**src/rtl/as_gpio_ctrl_pkg.sv**
```systemverilog
// Package: as_gpio_ctrl_pkg
// Purpose: shared definitions for the GPIO controller -- register word
//          indices and the default identification value returned by ID.
// Contents:
//   gpio_reg_e       register word index map (ID .. FALL)
//   GPIO_ID_DEFAULT  value software reads from the ID register
package as_gpio_ctrl_pkg;

    typedef enum logic [3:0] {
        GPIO_ID_R     = 4'd0,   // read-only block identifier
        GPIO_DIR_R    = 4'd1,   // per-pin direction, 1 = drive
        GPIO_OUT_R    = 4'd2,   // output data
        GPIO_IN_R     = 4'd3,   // synchronised pad state, read-only
        GPIO_SET_R    = 4'd4,   // write-only, OUT |= wdata
        GPIO_CLR_R    = 4'd5,   // write-only, OUT &= ~wdata
        GPIO_IRQ_EN_R = 4'd6,   // interrupt enable mask
        GPIO_STAT_R   = 4'd7,   // sticky edge status, write-1-to-clear
        GPIO_RISE_R   = 4'd8,   // rising-edge detect enable
        GPIO_FALL_R   = 4'd9    // falling-edge detect enable
    } gpio_reg_e;

    localparam logic [63:0] GPIO_ID_DEFAULT = 64'h0000_0000_0000_0081;

endpackage

```
**src/rtl/as_gpio_ctrl_if.sv**
```systemverilog
// Interface: as_gpio_ctrl_if
// Purpose: core data-bus slave port of the GPIO controller.
// Signals:
//   addr_i   register word index
//   we_i     single-cycle write strobe
//   re_i     single-cycle read strobe
//   wdata_i  write data
//   rdata_o  registered read data, zero-extended
//   rvalid_o read data valid, one cycle after re_i
// Modports: master (bus initiator), slave (GPIO controller).
interface as_gpio_ctrl_if #(
    parameter int DATA_WIDTH = 64,
    parameter int ADDR_WIDTH = 4
) ();
    logic [ADDR_WIDTH-1:0] addr_i;
    logic                  we_i;
    logic                  re_i;
    logic [DATA_WIDTH-1:0] wdata_i;
    logic [DATA_WIDTH-1:0] rdata_o;
    logic                  rvalid_o;

    modport master (
        output addr_i, we_i, re_i, wdata_i,
        input  rdata_o, rvalid_o
    );

    modport slave (
        input  addr_i, we_i, re_i, wdata_i,
        output rdata_o, rvalid_o
    );
endinterface

```
**src/rtl/as_gpio_ctrl_sync.sv**
```systemverilog
// Module: as_gpio_ctrl_sync
// Purpose: multi-flop synchroniser bringing asynchronous pad inputs into
//          the clk_i domain; every stage clears on synchronous reset.
// Ports:
//   clk_i    system clock
//   rst_i    synchronous active-high reset
//   i_async  asynchronous pad inputs
//   o_sync   synchronised copy, SYNC_STAGES edges behind i_async
module as_gpio_ctrl_sync #(
    parameter int NR_GPIOS    = 8,
    parameter int SYNC_STAGES = 2
) (
    input  logic                clk_i,
    input  logic                rst_i,
    input  logic [NR_GPIOS-1:0] i_async,
    output logic [NR_GPIOS-1:0] o_sync
);

    logic [SYNC_STAGES-1:0][NR_GPIOS-1:0] r_chain;

    // Shift the pad sample through the flop chain, stage 0 first.
    always_ff @(posedge clk_i) begin
        if (rst_i) begin
            r_chain <= '0;
        end else begin
            r_chain[0] <= i_async;
            for (int s = 1; s < SYNC_STAGES; s++) begin
                r_chain[s] <= r_chain[s-1];
            end
        end
    end

    assign o_sync = r_chain[SYNC_STAGES-1];

endmodule

```
**src/rtl/as_gpio_ctrl.sv**
```systemverilog
// Module: as_gpio_ctrl
// Purpose: memory-mapped GPIO controller with per-pin direction, atomic
//          SET/CLR, synchronised inputs and rise/fall edge interrupts.
// Ports:
//   clk_i      system clock
//   rst_i      synchronous active-high reset
//   bus        data-bus slave (addr/we/re/wdata in, rdata/rvalid out)
//   gpio_i     asynchronous pad inputs
//   gpio_o     output data to pad logic
//   gpio_oe_o  output enable, 1 = drive
//   cs_o       one-cycle pulse after a write to OUT, SET or CLR
//   irq_o      level interrupt, |(STAT & IRQ_EN) delayed one cycle
module as_gpio_ctrl
    import as_gpio_ctrl_pkg::*;
#(
    parameter int                    NR_GPIOS    = 8,
    parameter int                    DATA_WIDTH  = 64,
    parameter int                    ADDR_WIDTH  = 4,
    parameter logic [DATA_WIDTH-1:0] GPIO_ID     = DATA_WIDTH'(GPIO_ID_DEFAULT),
    parameter int                    SYNC_STAGES = 2
) (
    input  logic                clk_i,
    input  logic                rst_i,
    as_gpio_ctrl_if.slave       bus,
    input  logic [NR_GPIOS-1:0] gpio_i,
    output logic [NR_GPIOS-1:0] gpio_o,
    output logic [NR_GPIOS-1:0] gpio_oe_o,
    output logic                cs_o,
    output logic                irq_o
);

    // Zero-extend a pin-wide value onto the bus.
    function automatic logic [DATA_WIDTH-1:0] zext(input logic [NR_GPIOS-1:0] v);
        return DATA_WIDTH'(v);
    endfunction

    logic [NR_GPIOS-1:0]   r_dir;
    logic [NR_GPIOS-1:0]   r_out;
    logic [NR_GPIOS-1:0]   r_irq_en;
    logic [NR_GPIOS-1:0]   r_stat;
    logic [NR_GPIOS-1:0]   r_rise;
    logic [NR_GPIOS-1:0]   r_fall;
    logic [NR_GPIOS-1:0]   r_prev;
    logic [DATA_WIDTH-1:0] r_rdata;
    logic                  r_rvalid;
    logic                  r_cs;
    logic                  r_irq;

    logic [NR_GPIOS-1:0]   w_sync;
    logic [NR_GPIOS-1:0]   w_wd;
    logic [NR_GPIOS-1:0]   w_dir_nxt;
    logic [NR_GPIOS-1:0]   w_out_nxt;
    logic [NR_GPIOS-1:0]   w_irq_en_nxt;
    logic [NR_GPIOS-1:0]   w_rise_nxt;
    logic [NR_GPIOS-1:0]   w_fall_nxt;
    logic [NR_GPIOS-1:0]   w_w1c;
    logic [NR_GPIOS-1:0]   w_edge;
    logic [NR_GPIOS-1:0]   w_stat_nxt;
    logic                  w_out_wr;
    logic [DATA_WIDTH-1:0] w_rd;
    logic                  w_unused_wdata;

    as_gpio_ctrl_sync #(
        .NR_GPIOS    (NR_GPIOS),
        .SYNC_STAGES (SYNC_STAGES)
    ) u_sync (
        .clk_i   (clk_i),
        .rst_i   (rst_i),
        .i_async (gpio_i),
        .o_sync  (w_sync)
    );

    // Bits above the pin count carry no meaning and are dropped here.
    assign w_wd           = bus.wdata_i[NR_GPIOS-1:0];
    assign w_unused_wdata = ^bus.wdata_i;

    // Write decode: next values of the RW registers and the W1C mask.
    always_comb begin
        w_dir_nxt    = r_dir;
        w_out_nxt    = r_out;
        w_irq_en_nxt = r_irq_en;
        w_rise_nxt   = r_rise;
        w_fall_nxt   = r_fall;
        w_w1c        = '0;
        w_out_wr     = 1'b0;
        if (bus.we_i) begin
            case (bus.addr_i)
                ADDR_WIDTH'(GPIO_DIR_R):    w_dir_nxt = w_wd;
                ADDR_WIDTH'(GPIO_OUT_R): begin
                    w_out_nxt = w_wd;
                    w_out_wr  = 1'b1;
                end
                ADDR_WIDTH'(GPIO_SET_R): begin
                    w_out_nxt = r_out | w_wd;
                    w_out_wr  = 1'b1;
                end
                ADDR_WIDTH'(GPIO_CLR_R): begin
                    w_out_nxt = r_out & ~w_wd;
                    w_out_wr  = 1'b1;
                end
                ADDR_WIDTH'(GPIO_IRQ_EN_R): w_irq_en_nxt = w_wd;
                ADDR_WIDTH'(GPIO_STAT_R):   w_w1c        = w_wd;
                ADDR_WIDTH'(GPIO_RISE_R):   w_rise_nxt   = w_wd;
                ADDR_WIDTH'(GPIO_FALL_R):   w_fall_nxt   = w_wd;
                default:                    w_out_wr     = 1'b0;
            endcase
        end else begin
            w_out_wr = 1'b0;
        end
    end

    // Edge events are ORed in after the W1C mask so a coincident edge wins.
    always_comb begin
        w_edge     = (w_sync & ~r_prev & r_rise) | (~w_sync & r_prev & r_fall);
        w_stat_nxt = (r_stat & ~w_w1c) | w_edge;
    end

    // Read mux on current (pre-write) register contents; write-only and
    // unmapped indices read zero.
    always_comb begin
        w_rd = '0;
        case (bus.addr_i)
            ADDR_WIDTH'(GPIO_ID_R):     w_rd = GPIO_ID;
            ADDR_WIDTH'(GPIO_DIR_R):    w_rd = zext(r_dir);
            ADDR_WIDTH'(GPIO_OUT_R):    w_rd = zext(r_out);
            ADDR_WIDTH'(GPIO_IN_R):     w_rd = zext(w_sync);
            ADDR_WIDTH'(GPIO_IRQ_EN_R): w_rd = zext(r_irq_en);
            ADDR_WIDTH'(GPIO_STAT_R):   w_rd = zext(r_stat);
            ADDR_WIDTH'(GPIO_RISE_R):   w_rd = zext(r_rise);
            ADDR_WIDTH'(GPIO_FALL_R):   w_rd = zext(r_fall);
            default:                    w_rd = '0;
        endcase
    end

    // Register file, edge history and status update.
    always_ff @(posedge clk_i) begin
        if (rst_i) begin
            r_dir    <= '0;
            r_out    <= '0;
            r_irq_en <= '0;
            r_stat   <= '0;
            r_rise   <= '0;
            r_fall   <= '0;
            r_prev   <= '0;
        end else begin
            r_dir    <= w_dir_nxt;
            r_out    <= w_out_nxt;
            r_irq_en <= w_irq_en_nxt;
            r_stat   <= w_stat_nxt;
            r_rise   <= w_rise_nxt;
            r_fall   <= w_fall_nxt;
            r_prev   <= w_sync;
        end
    end

    // Registered bus response, change strobe and interrupt; rdata holds
    // its last value when no read is in flight.
    always_ff @(posedge clk_i) begin
        if (rst_i) begin
            r_rdata  <= '0;
            r_rvalid <= 1'b0;
            r_cs     <= 1'b0;
            r_irq    <= 1'b0;
        end else begin
            if (bus.re_i) begin
                r_rdata <= w_rd;
            end else begin
                r_rdata <= r_rdata;
            end
            r_rvalid <= bus.re_i;
            r_cs     <= w_out_wr;
            r_irq    <= |(r_stat & r_irq_en);
        end
    end

    assign bus.rdata_o  = r_rdata;
    assign bus.rvalid_o = r_rvalid;
    assign gpio_o       = r_out;
    assign gpio_oe_o    = r_dir;
    assign cs_o         = r_cs;
    assign irq_o        = r_irq;

endmodule
```
**src/flat_wrapper.sv**
```systemverilog
// flat-port wrapper written by rule: the top's interface ports become plain ports
module as_gpio_ctrl_flat import as_gpio_ctrl_pkg::*;
#(
    parameter int                    NR_GPIOS    = 8,
    parameter int                    DATA_WIDTH  = 64,
    parameter int                    ADDR_WIDTH  = 4,
    parameter logic [DATA_WIDTH-1:0] GPIO_ID     = DATA_WIDTH'(GPIO_ID_DEFAULT),
    parameter int                    SYNC_STAGES = 2
)
  (clk_i, rst_i, gpio_i, gpio_o, gpio_oe_o, cs_o, irq_o, bus_addr_i, bus_we_i, bus_re_i, bus_wdata_i, bus_rdata_o, bus_rvalid_o);
  as_gpio_ctrl_if #(.DATA_WIDTH(DATA_WIDTH), .ADDR_WIDTH(ADDR_WIDTH)) bus_i ();
  input  logic clk_i;
  input  logic rst_i;
  input  logic [NR_GPIOS-1:0] gpio_i;
  output logic [NR_GPIOS-1:0] gpio_o;
  output logic [NR_GPIOS-1:0] gpio_oe_o;
  output logic cs_o;
  output logic irq_o;
  input wire logic [$bits(bus_i.addr_i)-1:0] bus_addr_i;
  input wire logic [$bits(bus_i.we_i)-1:0] bus_we_i;
  input wire logic [$bits(bus_i.re_i)-1:0] bus_re_i;
  input wire logic [$bits(bus_i.wdata_i)-1:0] bus_wdata_i;
  output wire logic [$bits(bus_i.rdata_o)-1:0] bus_rdata_o;
  output wire logic [$bits(bus_i.rvalid_o)-1:0] bus_rvalid_o;
  assign bus_i.addr_i = bus_addr_i;
  assign bus_i.we_i = bus_we_i;
  assign bus_i.re_i = bus_re_i;
  assign bus_i.wdata_i = bus_wdata_i;
  assign bus_rdata_o = bus_i.rdata_o;
  assign bus_rvalid_o = bus_i.rvalid_o;
  as_gpio_ctrl #(.NR_GPIOS(NR_GPIOS), .DATA_WIDTH(DATA_WIDTH), .ADDR_WIDTH(ADDR_WIDTH), .GPIO_ID(GPIO_ID), .SYNC_STAGES(SYNC_STAGES)) u_core (.clk_i(clk_i), .rst_i(rst_i), .bus(bus_i), .gpio_i(gpio_i), .gpio_o(gpio_o), .gpio_oe_o(gpio_oe_o), .cs_o(cs_o), .irq_o(irq_o));
endmodule
```
**config.mk**
```make
export PLATFORM = sky130hd
export DESIGN_NAME = as_gpio_ctrl_flat
export DESIGN_NICKNAME = d
export VERILOG_FILES = /design/src/rtl/as_gpio_ctrl_pkg.sv /design/src/rtl/as_gpio_ctrl_if.sv /design/src/rtl/as_gpio_ctrl_sync.sv /design/src/rtl/as_gpio_ctrl.sv /design/src/flat_wrapper.sv
export SDC_FILE = /design/constraint.sdc
export NUM_CORES = 1
export LEC_CHECK = 0
export CELL_PAD_IN_SITES_DETAIL_PLACEMENT = 0
export CELL_PAD_IN_SITES_GLOBAL_PLACEMENT = 1
export CORE_MARGIN = 3
export CORE_UTILIZATION = 34
export DETAILED_ROUTE_END_ITERATION = 16
export PLACE_DENSITY = 0.86
export SYNTH_ARGS = -nofsm -noshare
export SYNTH_HDL_FRONTEND = slang
export SYNTH_SLANG_ARGS = --single-unit
```
**constraint.sdc**
```tcl
create_clock -name clk_i -period 2 [get_ports clk_i]
set_input_delay 0.2 -clock clk_i [delete_from_list [all_inputs] [get_ports clk_i]]
set_output_delay 0.2 -clock clk_i [all_outputs]
set_load 0.1 [all_outputs]
```
==> impl_metrics.py, run 1 <==
metrics = {
    "outcome": {
        "status": "finished, final reports clean",
    },
    "clock_tree": {
        "tritoncts_clock_tree": "done",
        "cts-hold-fix-buffers": 0,
        "worstSkewPairLatency_ps": 330,
        "post_cts_buffers": 0,
        "cts_inserted_buffers": 9,
        "htree_levels": 3,
        "clock_tree.buffer_depth": 2,
        "clock_tree.root_cell": "clkbuf_16",
        "path_clk_slew_ps": 60,
        "postCtsResizedCells": 0,
        "clock_sinks": 83,
    },
    "placement": {
        "placement_cell_area_sq_um": 4510,
        "place.gp.congestion": 0.843,
        "place.detailed.instances": 612,
        "place.port_buffers": 50,
        "detailed_place_hpwl_um": 7020,
        "pre_cts_ws_ps": -66.7,
    },
    "drt": {
        "1st_pass_router_iterations": 4,
        "detail_route.wl_per_cell_um": 14.9,
        "maxUsedRoutingLayer": "met4",
        "dr_wl_met3_um": 631,
        "drt_iter0_drc": 185,
        "num_vias": 2974,
        "route.layer.met1.wl_um": 4210,
        "route.met2.wl_um": 4400,
        "detail_route.vias_per_cell": 4.74,
        "routed_wirelength_um": 9340,
        "route.detailed.drc": 0,
        "detail-route-antenna-nets": 0,
    },
    "finish": {
        "layout_nets": 563,
        "stdcell_area_sq_um": 4810,
        "finish.cell_count_without_fillers": 628,
        "num-fill-cells": 1054,
        "count_of_antenna_diodes_in_the_layout": 0,
        "final-seq-area_sq_um": 1660,
        "multi_input_comb_area_sq_um": 1930,
        "area_delta_synth_final_pct": 21.3,
        "layout-drive-gt1-share_pct": 17.8,
    },
    "logic_synthesis": {
        "ys_ff_latch": 83,
        "synth.top_cell.area_share_pct": 41.9,
        "ys_async_rst_share_pct": 0,
        "synth-seq-area-share_pct": 41.9,
        "syn_avg_cell_area_sq_um": 9.58,
        "synth.most_common_cell": "dfxtp_1",
        "synth_cell_types": 51,
        "synth_flop_cell": "dfxtp_1",
        "ys.warnings.count": 0,
        "post_synth_most_frequent_cells": "dfxtp_1 (83), buf_4 (58), nor2_1 (35), mux2i_1 (34), nor2b_1 (29)",
        "yosysTopAreaCell": "dfxtp_1",
        "post_synth_inst_count": 414,
        "post_synth_main_area_contributors": "dfxtp_1 (42%), buf_4 (11%), mux2i_1 (8.6%), nor2b_1 (4.6%), nor2_1 (3.3%)",
        "synth_area_sq_um": 3970,
        "synth_edf_count": 0,
    },
    "timing": {
        "setup_total_negative_slack_ps": 0,
        "finalClockSkew_ps": 5.69,
        "slew_limit_fails": 0,
        "worst_slew_pin_slew_ps": 571,
        "rsz_0062_raised_after_global_routing": "false",
        "worst_slew_margin_rel_pct": 61.9,
        "timing_hold_violations_final": 0,
        "period_needed_ps": 1730,
        "fin_worst_hold_slack_ps": 218,
        "maxClockFrequency_mhz": 579,
        "timing.final.ws_setup_ps": 273,
        "final-setup-viol-count": 0,
        "period_share_pct": 86.4,
    },
    "pwr": {
        "static-leakage-power_nw": 1.87,
        "cellPowerDensity_nw_per_um2": 872,
        "vdd_ir_drop_max_uv": 385,
    },
    "global_routing": {
        "gr_usage_total_pct": 14.6,
        "wire_length_of_the_first_global_routing_pass_um": 14800,
        "grt_overflow_total": 0,
        "grt_pass1_vias": 2786,
        "antenna_violations_before_repair": 0,
        "largest_net_degree_at_the_start_of_global_routing": 31,
    },
    "worst_setup_path": {
        "crit_fanout": 9,
        "end_kind": "flop",
        "critPathRequiredTime_ps": 2230,
        "crit_arrival_ps": 1950,
        "crit_start": "bus_addr_i[0]",
        "startpoint_of_the_lowest_slack_register_to_register_path": "u_core.u_sync.o_sync[7]",
        "path_class": "input port to flop",
        "worst_setup_path_start_kind": "input port",
    },
    "min_path": {
        "hold_path.startpoint": "rst_i",
        "holdCritPathClass": "input port to flop",
    },
    "die": {
        "chipWidth_um": 114,
        "fp.dieArea_sq_um": 13000,
        "start_util_pct": 35.7,
        "core_area_sq_um": 11100,
        "rows": 38,
        "ioPinCount": 163,
        "dieHeight_um": 114,
    },
    "job": {
        "cap_violations": 0,
    },
}
-- per-stage QoR --
step                utilization, %  total power, W
finish                        43.3         0.00420
global route                  43.3         0.00434
CTS                           43.3         0.00422
detailed placement            40.5         0.00256
global placement              40.5         0.00255
floorplan                        -         0.00249
-- cells in the final DEF (no fill, tap or decap), types with 2 or more instances in the layout --
| master | netlist | routed |
|---|---|---|
| a22oi_1 | 14 | 14 |
| a32o_1 | 8 | 8 |
| a31oi_1 | 8 | 8 |
| nand3b_1 | 16 | 16 |
| a21oi_1 | 8 | 8 |
| inv_1 | 10 | 10 |
| mux2i_1 | 34 | 34 |
| nand2_1 | 13 | 13 |
| clkinv_2 | 0 | 2 |
| and3_1 | 6 | 6 |
| o21ai_0 | 22 | 22 |
| nor3_4 | 2 | 2 |
| clkinv_4 | 0 | 2 |
| o22a_1 | 4 | 4 |
| nor2_1 | 35 | 35 |
| clkdlybuf4s50_1 | 0 | 22 |
| nand2b_4 | 2 | 2 |
| nor2b_1 | 29 | 29 |
| clkbuf_16 | 0 | 9 |
| buf_12 | 0 | 4 |
| buf_4 | 58 | 53 |
| o211ai_1 | 4 | 4 |
| dfxtp_1 | 83 | 83 |
| nand2b_1 | 8 | 8 |
| conb_1 | 1 | 56 |
| mux2_2 | 3 | 3 |
-- cells by family (layout without fill, tap and decap cells) --
| kind of cell | after synthesis | in the layout | synth area share [%] |
|---|---|---|---|
| AO/OA/AOI/OAI | 81 | 81 | 14.3 |
| buffers and inverters | 88 | 107 | 14.7 |
| multiplexers | 38 | 38 | 10.1 |
| flip-flops | 83 | 83 | 41.9 |
| other | 1 | 56 | 0.0945 |
| XOR/XNOR | 1 | 1 | 0.221 |
| AND/OR/NAND/NOR | 122 | 122 | 18.7 |
-- worst paths after layout --
kind / slack [ps] / cells past startpoint / end
worst max-delay path: 270 / 6 / u_core.gpio_o[5]
worst min-delay path: 220 / 2 / u_core.u_sync.r_chain[6]
worst max register to register: 660 / 3 / u_core.bus.rdata_o[7]
worst min register to register: 440 / 1 / u_core.u_sync.o_sync[7]
-- routing by layer --
metal  up-vias  track usage [%]
met5         -                0
met4         0             3.72
met3         9             4.46
met2        96             24.0
met1      1389             18.7
li1       1480                -
-- worst max-delay path, cell delays in order --
cell and delay (ps):
clkdlybuf4s50_1 580, buf_4 250, nor3b_2 220, o21ba_2 290
o21ai_0 140, a32o_1 270
-- where the power goes --
part | switching [W] | leakage (nW) | internal, W
clock | 0.000673 | 0.148 | 0.00100
combinational | 0.000671 | 1.04 | 0.000144
sequential | 0.0000214 | 0.674 | 0.00169
-- final cells by class --
class	count	share of cell area, %
clock buffer	10	4.97
clock inverter	6	1.35
inverter	11	0.858
multi-input combinational	298	40.0
sequential	83	34.5
tap	140	3.64
timing repair buffer	80	14.6
No activity file was read; power rests on OpenSTA's default activity.
==> inputs of run 2 (changes only) <==
--- a/config.mk
+++ b/config.mk
@@ -11,6 +11,7 @@
 export CORE_UTILIZATION = 34
 export DETAILED_ROUTE_END_ITERATION = 16
 export PLACE_DENSITY = 0.86
+export SLEW_MARGIN = 20
 export SYNTH_ARGS = -nofsm -noshare
 export SYNTH_HDL_FRONTEND = slang
 export SYNTH_SLANG_ARGS = --single-unit
==> results of run 2 <==
Final layout, timing and power as in run 1 (identical DEF).
